[src/rtl/mem_resp_demux_pkg.sv]
// Shared constants, index-width helper and port-index type for the memory response demux.
package mem_resp_demux_pkg;

  localparam int unsigned DEF_N_PORTS = 4;
  localparam int unsigned DEF_DATA_W  = 32;
  localparam int unsigned DEF_DEPTH   = 4;

  // Index width that never collapses to zero bits.
  function automatic int unsigned idx_w(input int unsigned n);
    return (n < 2) ? 1 : $clog2(n);
  endfunction

  localparam int unsigned DEF_ID_W = idx_w(DEF_N_PORTS);

  typedef logic [DEF_ID_W-1:0] port_idx_t;

endpackage

[src/rtl/mem_resp_demux_if.sv]
// Bus bundle between the request/response side and the demux; slave is the demux view.
interface mem_resp_demux_if
  import mem_resp_demux_pkg::*;
#(
  parameter int unsigned N_PORTS = DEF_N_PORTS,
  parameter int unsigned DATA_W  = DEF_DATA_W,
  parameter int unsigned DEPTH   = DEF_DEPTH
);
  localparam int unsigned ID_W  = idx_w(N_PORTS);
  localparam int unsigned CNT_W = $clog2(DEPTH + 1);

  logic              req_push_i;
  logic [ID_W-1:0]   req_dst_i;
  logic              req_full_o;
  logic              resp_valid_i;
  logic [DATA_W-1:0] resp_data_i;
  logic              resp_ready_o;
  logic [N_PORTS-1:0] port_valid_o;
  logic [DATA_W-1:0] port_data_o;
  logic [N_PORTS-1:0] port_ready_i;
  logic [CNT_W-1:0]  outstanding_o;
  logic              err_overflow_o;
  logic              err_unexpected_o;

  modport slave (
    input  req_push_i, req_dst_i, resp_valid_i, resp_data_i, port_ready_i,
    output req_full_o, resp_ready_o, port_valid_o, port_data_o,
           outstanding_o, err_overflow_o, err_unexpected_o
  );

  modport master (
    output req_push_i, req_dst_i, resp_valid_i, resp_data_i, port_ready_i,
    input  req_full_o, resp_ready_o, port_valid_o, port_data_o,
           outstanding_o, err_overflow_o, err_unexpected_o
  );

endinterface

[src/rtl/mem_resp_demux_id_fifo.sv]
// In-order FIFO of destination indices; caller guarantees no push when full without pop,
// and no pop when empty.
module mem_resp_demux_id_fifo #(
  parameter int unsigned W     = 2,
  parameter int unsigned DEPTH = 4
) (
  input  logic                         clk_i,
  input  logic                         rst_ni,
  input  logic                         i_push,
  input  logic                         i_pop,
  input  logic [W-1:0]                 i_din,
  output logic [W-1:0]                 o_dout,
  output logic                         o_full,
  output logic                         o_empty,
  output logic [$clog2(DEPTH+1)-1:0]   o_count
);
  localparam int unsigned PTR_W = $clog2(DEPTH);
  localparam int unsigned CNT_W = $clog2(DEPTH + 1);

  logic [W-1:0]     r_mem [DEPTH];
  logic [PTR_W-1:0] r_wr_ptr;
  logic [PTR_W-1:0] r_rd_ptr;
  logic [CNT_W-1:0] r_count;

  // Storage needs no reset; only pointers and count define validity.
  always_ff @(posedge clk_i) begin
    if (i_push) r_mem[r_wr_ptr] <= i_din;
  end

  always_ff @(posedge clk_i or negedge rst_ni) begin
    if (!rst_ni) begin
      r_wr_ptr <= '0;
      r_rd_ptr <= '0;
      r_count  <= '0;
    end else begin
      if (i_push) r_wr_ptr <= r_wr_ptr + PTR_W'(1);
      if (i_pop)  r_rd_ptr <= r_rd_ptr + PTR_W'(1);
      case ({i_push, i_pop})
        2'b10:   r_count <= r_count + CNT_W'(1);
        2'b01:   r_count <= r_count - CNT_W'(1);
        default: r_count <= r_count;
      endcase
    end
  end

  assign o_dout  = r_mem[r_rd_ptr];
  assign o_full  = (r_count == CNT_W'(DEPTH));
  assign o_empty = (r_count == '0);
  assign o_count = r_count;

endmodule

[src/rtl/mem_resp_demux.sv]
// Steers in-order memory responses to the requester recorded at issue time,
// through a single registered output slot with full-throughput reload.
module mem_resp_demux
  import mem_resp_demux_pkg::*;
#(
  parameter int unsigned N_PORTS = DEF_N_PORTS,
  parameter int unsigned DATA_W  = DEF_DATA_W,
  parameter int unsigned DEPTH   = DEF_DEPTH
) (
  input  logic             clk_i,
  input  logic             rst_ni,
  mem_resp_demux_if.slave  bus
);
  localparam int unsigned ID_W  = idx_w(N_PORTS);
  localparam int unsigned CNT_W = $clog2(DEPTH + 1);

  logic              w_fifo_full;
  logic              w_fifo_empty;
  logic [ID_W-1:0]   w_head;
  logic [CNT_W-1:0]  w_count;
  logic              w_push;
  logic              w_accept;
  logic              w_resp_ready;
  logic              w_slot_fire;
  logic [N_PORTS-1:0] w_port_valid;

  logic              r_slot_valid;
  logic [ID_W-1:0]   r_out_dst;
  logic [DATA_W-1:0] r_data;
  logic              r_err_overflow;
  logic              r_err_unexpected;

  mem_resp_demux_id_fifo #(
    .W     (ID_W),
    .DEPTH (DEPTH)
  ) u_id_fifo (
    .clk_i   (clk_i),
    .rst_ni  (rst_ni),
    .i_push  (w_push),
    .i_pop   (w_accept),
    .i_din   (bus.req_dst_i),
    .o_dout  (w_head),
    .o_full  (w_fifo_full),
    .o_empty (w_fifo_empty),
    .o_count (w_count)
  );

  // One-hot decode of the slot destination; an out-of-range index decodes to nothing.
  always_comb begin
    w_port_valid = '0;
    for (int unsigned k = 0; k < N_PORTS; k++) begin
      w_port_valid[k] = r_slot_valid && (r_out_dst == ID_W'(k));
    end
  end

  assign w_slot_fire  = |(w_port_valid & bus.port_ready_i);
  assign w_resp_ready = !w_fifo_empty && (!r_slot_valid || w_slot_fire);
  assign w_accept     = bus.resp_valid_i && w_resp_ready;
  // A pop in the same cycle frees the slot the push needs.
  assign w_push       = bus.req_push_i && (!w_fifo_full || w_accept);

  always_ff @(posedge clk_i or negedge rst_ni) begin
    if (!rst_ni) begin
      r_slot_valid     <= 1'b0;
      r_out_dst        <= '0;
      r_data           <= '0;
      r_err_overflow   <= 1'b0;
      r_err_unexpected <= 1'b0;
    end else begin
      if (w_accept) begin
        r_slot_valid <= 1'b1;
        r_out_dst    <= w_head;
        r_data       <= bus.resp_data_i;
      end else if (w_slot_fire) begin
        r_slot_valid <= 1'b0;
      end
      if (bus.req_push_i && !w_push)           r_err_overflow   <= 1'b1;
      if (bus.resp_valid_i && w_fifo_empty)    r_err_unexpected <= 1'b1;
    end
  end

  assign bus.req_full_o       = w_fifo_full;
  assign bus.resp_ready_o     = w_resp_ready;
  assign bus.port_valid_o     = w_port_valid;
  assign bus.port_data_o      = r_data;
  assign bus.outstanding_o    = w_count;
  assign bus.err_overflow_o   = r_err_overflow;
  assign bus.err_unexpected_o = r_err_unexpected;

endmodule
[src/flat_wrapper.sv]
// flat-port wrapper written by rule: the top's interface ports become plain ports
module mem_resp_demux_flat import mem_resp_demux_pkg::*;
#(
  parameter int unsigned N_PORTS = DEF_N_PORTS,
  parameter int unsigned DATA_W  = DEF_DATA_W,
  parameter int unsigned DEPTH   = DEF_DEPTH
)
  (clk_i, rst_ni, bus_req_push_i, bus_req_dst_i, bus_resp_valid_i, bus_resp_data_i, bus_port_ready_i, bus_req_full_o, bus_resp_ready_o, bus_port_valid_o, bus_port_data_o, bus_outstanding_o, bus_err_overflow_o, bus_err_unexpected_o);
  mem_resp_demux_if #(.N_PORTS(N_PORTS), .DATA_W(DATA_W), .DEPTH(DEPTH)) bus_i ();
  input  logic clk_i;
  input  logic rst_ni;
  input wire logic [$bits(bus_i.req_push_i)-1:0] bus_req_push_i;
  input wire logic [$bits(bus_i.req_dst_i)-1:0] bus_req_dst_i;
  input wire logic [$bits(bus_i.resp_valid_i)-1:0] bus_resp_valid_i;
  input wire logic [$bits(bus_i.resp_data_i)-1:0] bus_resp_data_i;
  input wire logic [$bits(bus_i.port_ready_i)-1:0] bus_port_ready_i;
  output wire logic [$bits(bus_i.req_full_o)-1:0] bus_req_full_o;
  output wire logic [$bits(bus_i.resp_ready_o)-1:0] bus_resp_ready_o;
  output wire logic [$bits(bus_i.port_valid_o)-1:0] bus_port_valid_o;
  output wire logic [$bits(bus_i.port_data_o)-1:0] bus_port_data_o;
  output wire logic [$bits(bus_i.outstanding_o)-1:0] bus_outstanding_o;
  output wire logic [$bits(bus_i.err_overflow_o)-1:0] bus_err_overflow_o;
  output wire logic [$bits(bus_i.err_unexpected_o)-1:0] bus_err_unexpected_o;
  assign bus_i.req_push_i = bus_req_push_i;
  assign bus_i.req_dst_i = bus_req_dst_i;
  assign bus_i.resp_valid_i = bus_resp_valid_i;
  assign bus_i.resp_data_i = bus_resp_data_i;
  assign bus_i.port_ready_i = bus_port_ready_i;
  assign bus_req_full_o = bus_i.req_full_o;
  assign bus_resp_ready_o = bus_i.resp_ready_o;
  assign bus_port_valid_o = bus_i.port_valid_o;
  assign bus_port_data_o = bus_i.port_data_o;
  assign bus_outstanding_o = bus_i.outstanding_o;
  assign bus_err_overflow_o = bus_i.err_overflow_o;
  assign bus_err_unexpected_o = bus_i.err_unexpected_o;
  mem_resp_demux #(.N_PORTS(N_PORTS), .DATA_W(DATA_W), .DEPTH(DEPTH)) u_core (.clk_i(clk_i), .rst_ni(rst_ni), .bus(bus_i));
endmodule
[config.mk]
export PLATFORM = sky130hd
export DESIGN_NAME = mem_resp_demux_flat
export DESIGN_NICKNAME = d
export VERILOG_FILES = /design/src/rtl/mem_resp_demux_pkg.sv /design/src/rtl/mem_resp_demux_if.sv /design/src/rtl/mem_resp_demux_id_fifo.sv /design/src/rtl/mem_resp_demux.sv /design/src/flat_wrapper.sv
export SDC_FILE = /design/constraint.sdc
export NUM_CORES = 1
export LEC_CHECK = 0
export CAP_MARGIN = 5
export CELL_PAD_IN_SITES_DETAIL_PLACEMENT = 0
export CELL_PAD_IN_SITES_GLOBAL_PLACEMENT = 1
export CORE_ASPECT_RATIO = 0.9
export CORE_UTILIZATION = 30
export CTS_CLUSTER_SIZE = 28
export DETAILED_ROUTE_END_ITERATION = 6
export GPL_TIMING_DRIVEN = 0
export PLACE_DENSITY_LB_ADDON = 0.08
export SETUP_SLACK_MARGIN = 0.05
export SLEW_MARGIN = 40
export SYNTH_ARGS = -nofsm -noshare
export SYNTH_HDL_FRONTEND = slang
export SYNTH_SLANG_ARGS = --single-unit
[constraint.sdc]
create_clock -name clk_i -period 3.35 [get_ports clk_i]
set_clock_uncertainty 0.15 [all_clocks]
set_input_delay 0.335 -clock clk_i [delete_from_list [all_inputs] [get_ports clk_i]]
set_output_delay 0.335 -clock clk_i [all_outputs]
set_load 0.01 [all_outputs]
==> results.json <==
{
  "vias_per_cell": 4.353,
  "clock_sinks": 52,
  "drv_cap": 0,
  "path_class": "reg -> reg",
  "finalHoldViolCount": 0,
  "grt_start_max_net_pins": 42,
  "antenna_cells": 0,
  "antenna_found_initial": 0,
  "htreeDepth": 2,
  "cts_setup_buffers": 0,
  "max_freq_ghz": 0.3483,
  "grt_overflow": 0,
  "slowest_delay_ps": 480,
  "hp-class": "in -> async",
  "drt_iter0_markers": 25,
  "clockBufferDepth": 2,
  "grt_pass1_vias": 1565,
  "ant_nets": 0,
  "post-route-drc-count": 0,
  "swShare_pct": 31.42,
  "powerDensity_mw_per_mm2": 918.3,
  "avgSynthCellArea_um2": 15.79,
  "finalSetupTns_ps": 0,
  "slew_violations": 0,
  "required_ps": 3420,
  "yosys.area.top_type_share_pct": 49.11,
  "reg2reg_slack_ps": 480,
  "io_pins": 85,
  "grt_pass1_wl_mm": 7.734,
  "placed_area_mm2": 0.003217,
  "yosysTopAreaCell": "dfrtp_1",
  "layout.cells.non_filler": 329,
  "r2r_cells": 12,
  "die-area_mm2": 0.007824,
  "synthArstFlopShare_pct": 84.62,
  "synthToLayoutAreaGrowth_pct": 48.49,
  "drive_above_1_share_pct": 22.88,
  "initial_core_util_pct": 31.37,
  "clkTransAtPathRegs_ps": 90,
  "comb_power_share_pct": 50.4,
  "dp_hpwl_mm": 3.553,
  "seq_area_frac_synth_pct": 59.82,
  "status": "finished, final reports clean",
  "intPower_mw": 2.097,
  "fin_crit_ps": 2871,
  "worstSetupEndpointType": "register",
  "cts_buffers": 5,
  "leakage_nw": 1.421,
  "p_sw_mw": 0.9606,
  "cts_resized": 0,
  "final_nets": 283,
  "syn_area_mm2": 0.002242,
  "die_y_um": 84.02,
  "grtUsageTotal_pct": 12.97,
  "holdBufCountCts": 1,
  "pwr-share-clk_pct": 12.8,
  "critical-path-slowest-cell": "dfrtp_1",
  "io_buffers": 84,
  "setup-violations-final": 0,
  "cp.arrival_ps": 2940,
  "synth.distinct_cells": 28,
  "n_fill_cell": 636,
  "synth.top_cells.by_count": "dfrtp_1, mux2_2, mux2_4, inv_1, edfxtp_1",
  "seqPwrFrac_pct": 36.9,
  "start_kind": "register",
  "place_congestion": 0.7390,
  "drt-pass1-iter-count": 4,
  "ys.flop_type": "dfrtp_1",
  "dpl.cell_count": 320,
  "design_area_mm2": 0.003329,
  "yosysWarnings": 0,
  "tightest_slew_ps": 429.5,
  "syn-num-nets": 190,
  "syn_inst": 142,
  "timing.rr.end": "u_core.u_id_fifo.o_count[2]",
  "crit_path_cell_trace": "mux2i_1, a221oi_4, nand2_2, buf_6, buf_6, inv_1, ha_1, inv_1, fa_1, xor2_1, nor2_1, xor2_1",
  "rsz0062_at_grt": "no",
  "synth_area_leaders": "dfrtp_1, edfxtp_1, mux2_4",
  "insertion_delay_ps": 300,
  "slew_headroom_pct": 70.55,
  "period_share_pct": 85.70,
  "cts_tree": "yes",
  "num_rows": 29,
  "rr_startpoint": "u_core.r_out_dst[1]",
  "synth-seq-cells": 52,
  "wl_per_cell_um": 14.36,
  "yosysMostFrequentCell": "dfrtp_1",
  "worst_hold_slack_ps": 211.0,
  "cts-root-buf": "clkbuf_8",
  "synth-edff-count": 8,
  "die_w_um": 93.13,
  "fp.coreArea_mm2": 0.007148,
  "wl_mm": 4.724,
  "cp_max_fo": 10,
  "worst_ir_drop_vdd_uv": 449.2,
  "num_vias": 1432
}
-- cells in the final DEF, fill, tap and decap left out --
cell and instances:
a221oi_4 1, a22oi_1 1, a31o_2 1, and2_1 3, and2b_1 2, and3_1 1, buf_12 1, buf_2 1
buf_4 1, buf_6 3, clkbuf_1 1, clkbuf_16 1, clkbuf_8 5, clkdlybuf4s50_1 83, clkinv_2 1, dfrtp_1 44
dlygate4sd3_1 1, edfxtp_1 8, fa_1 1, ha_1 5, inv_1 12, mux2_2 19, mux2_4 16, mux2i_1 3
mux4_2 2, nand2_1 1, nand2_2 1, nand3_1 1, nor2_1 5, nor2b_1 1, nor3b_1 1, o21ai_2 1
o21bai_1 1, or3_1 1, xnor2_1 4, xor2_1 2
-- kinds of logic (layout without fill, tap and decap cells) --
kind of cell	after synthesis	in the layout	synth area share, %
flops	52	52	59.82
xor+xnor	6	6	2.344
simple gates	17	17	4.186
fa+ha+maj	6	6	3.683
compound gates	5	5	2.623
mux	40	40	23.61
buf+inv	16	110	3.738
-- area by class of cell --
type / count / area [µm²] / area share [%]
clock inverters: 1 / 5.005 / 0.1503
multi-input cells: 74 / 817.0 / 24.54
flip-flops and latches: 52 / 1341 / 40.29
well taps: 93 / 116.4 / 3.495
inverters: 12 / 45.04 / 1.353
repair buffers: 86 / 868.3 / 26.08
plain buffers: 4 / 38.79 / 1.165
clock buffers: 7 / 97.59 / 2.931
-- critical path, delay by kind of cell, from the launching register on --
family	cells	cell delay [ps]
and+or+nand+nor	2	220
xor gates and xnor gates	2	320
AOI/OAI and AO/OA	1	420
adders and majority gates	2	530
muxes	1	220
DFF	1	480
buffers and inverters	4	440
-- power by group through the flow --
stage | Sequential [mW] | Combinational [mW] | Clock, mW
global route | 1.17 | 1.67 | 0.432
detailed placement | 1.14 | 1.56 | 0
finish | 1.13 | 1.54 | 0.391
CTS | 1.13 | 1.57 | 0.406
global placement | 1.12 | 1.53 | 0
floorplan | 1.22 | 0.738 | 0
-- layer usage --
| layer | GRT usage [%] | vias to the layer above | part of all wire [%] |
|---|---|---|---|
| met3 | 3.279 | 8 | 5.8 |
| met2 | 20.32 | 60 | 44 |
| met4 | 4.196 | 0 | 1.2 |
| met5 | 0 | - | 0 |
| met1 | 17.54 | 697 | 49 |
| li1 | - | 667 | - |
-- metrics by stage --
stage          power [mW]  setup slack [ps]  util, %
2_1_floorplan       1.959             797.6        -
3_3_place_gp        2.648             295.7    44.76
3_5_place_dp        2.700             242.6    45.00
4_1_cts             3.103             465.5    46.58
5_1_grt             3.273             287.9    46.58
6_report            3.058             479.2    46.58
-- registers in the layout (all words and copies together) (netlist names) --
name / count
u_core.u_id_fifo.o_count: 3
u_core.u_id_fifo.r_mem: 8
u_core.bus.err_unexpected_o: 1
u_core.bus.err_overflow_o: 1
u_core.u_id_fifo.r_rd_ptr: 2
u_core.bus.port_data_o: 32
u_core.r_slot_valid: 1
u_core.r_out_dst: 2
u_core.u_id_fifo.r_wr_ptr: 2
-- worst max-delay path by stage --
stage,start,to,slack [ps],depth (start not counted)
2_1_floorplan,u_core.r_out_dst[1],u_core.u_id_fifo.o_count[2],800,12
3_3_place_gp,bus_port_ready_i[3],u_core.u_id_fifo.o_count[2],300,13
3_5_place_dp,bus_port_ready_i[1],u_core.u_id_fifo.o_count[2],240,13
4_1_cts,u_core.r_out_dst[1],u_core.u_id_fifo.o_count[2],470,12
5_1_grt,u_core.r_out_dst[1],u_core.u_id_fifo.o_count[2],290,12
6_report,u_core.r_out_dst[1],u_core.u_id_fifo.o_count[2],480,12
(Power assumes the default switching activity.)
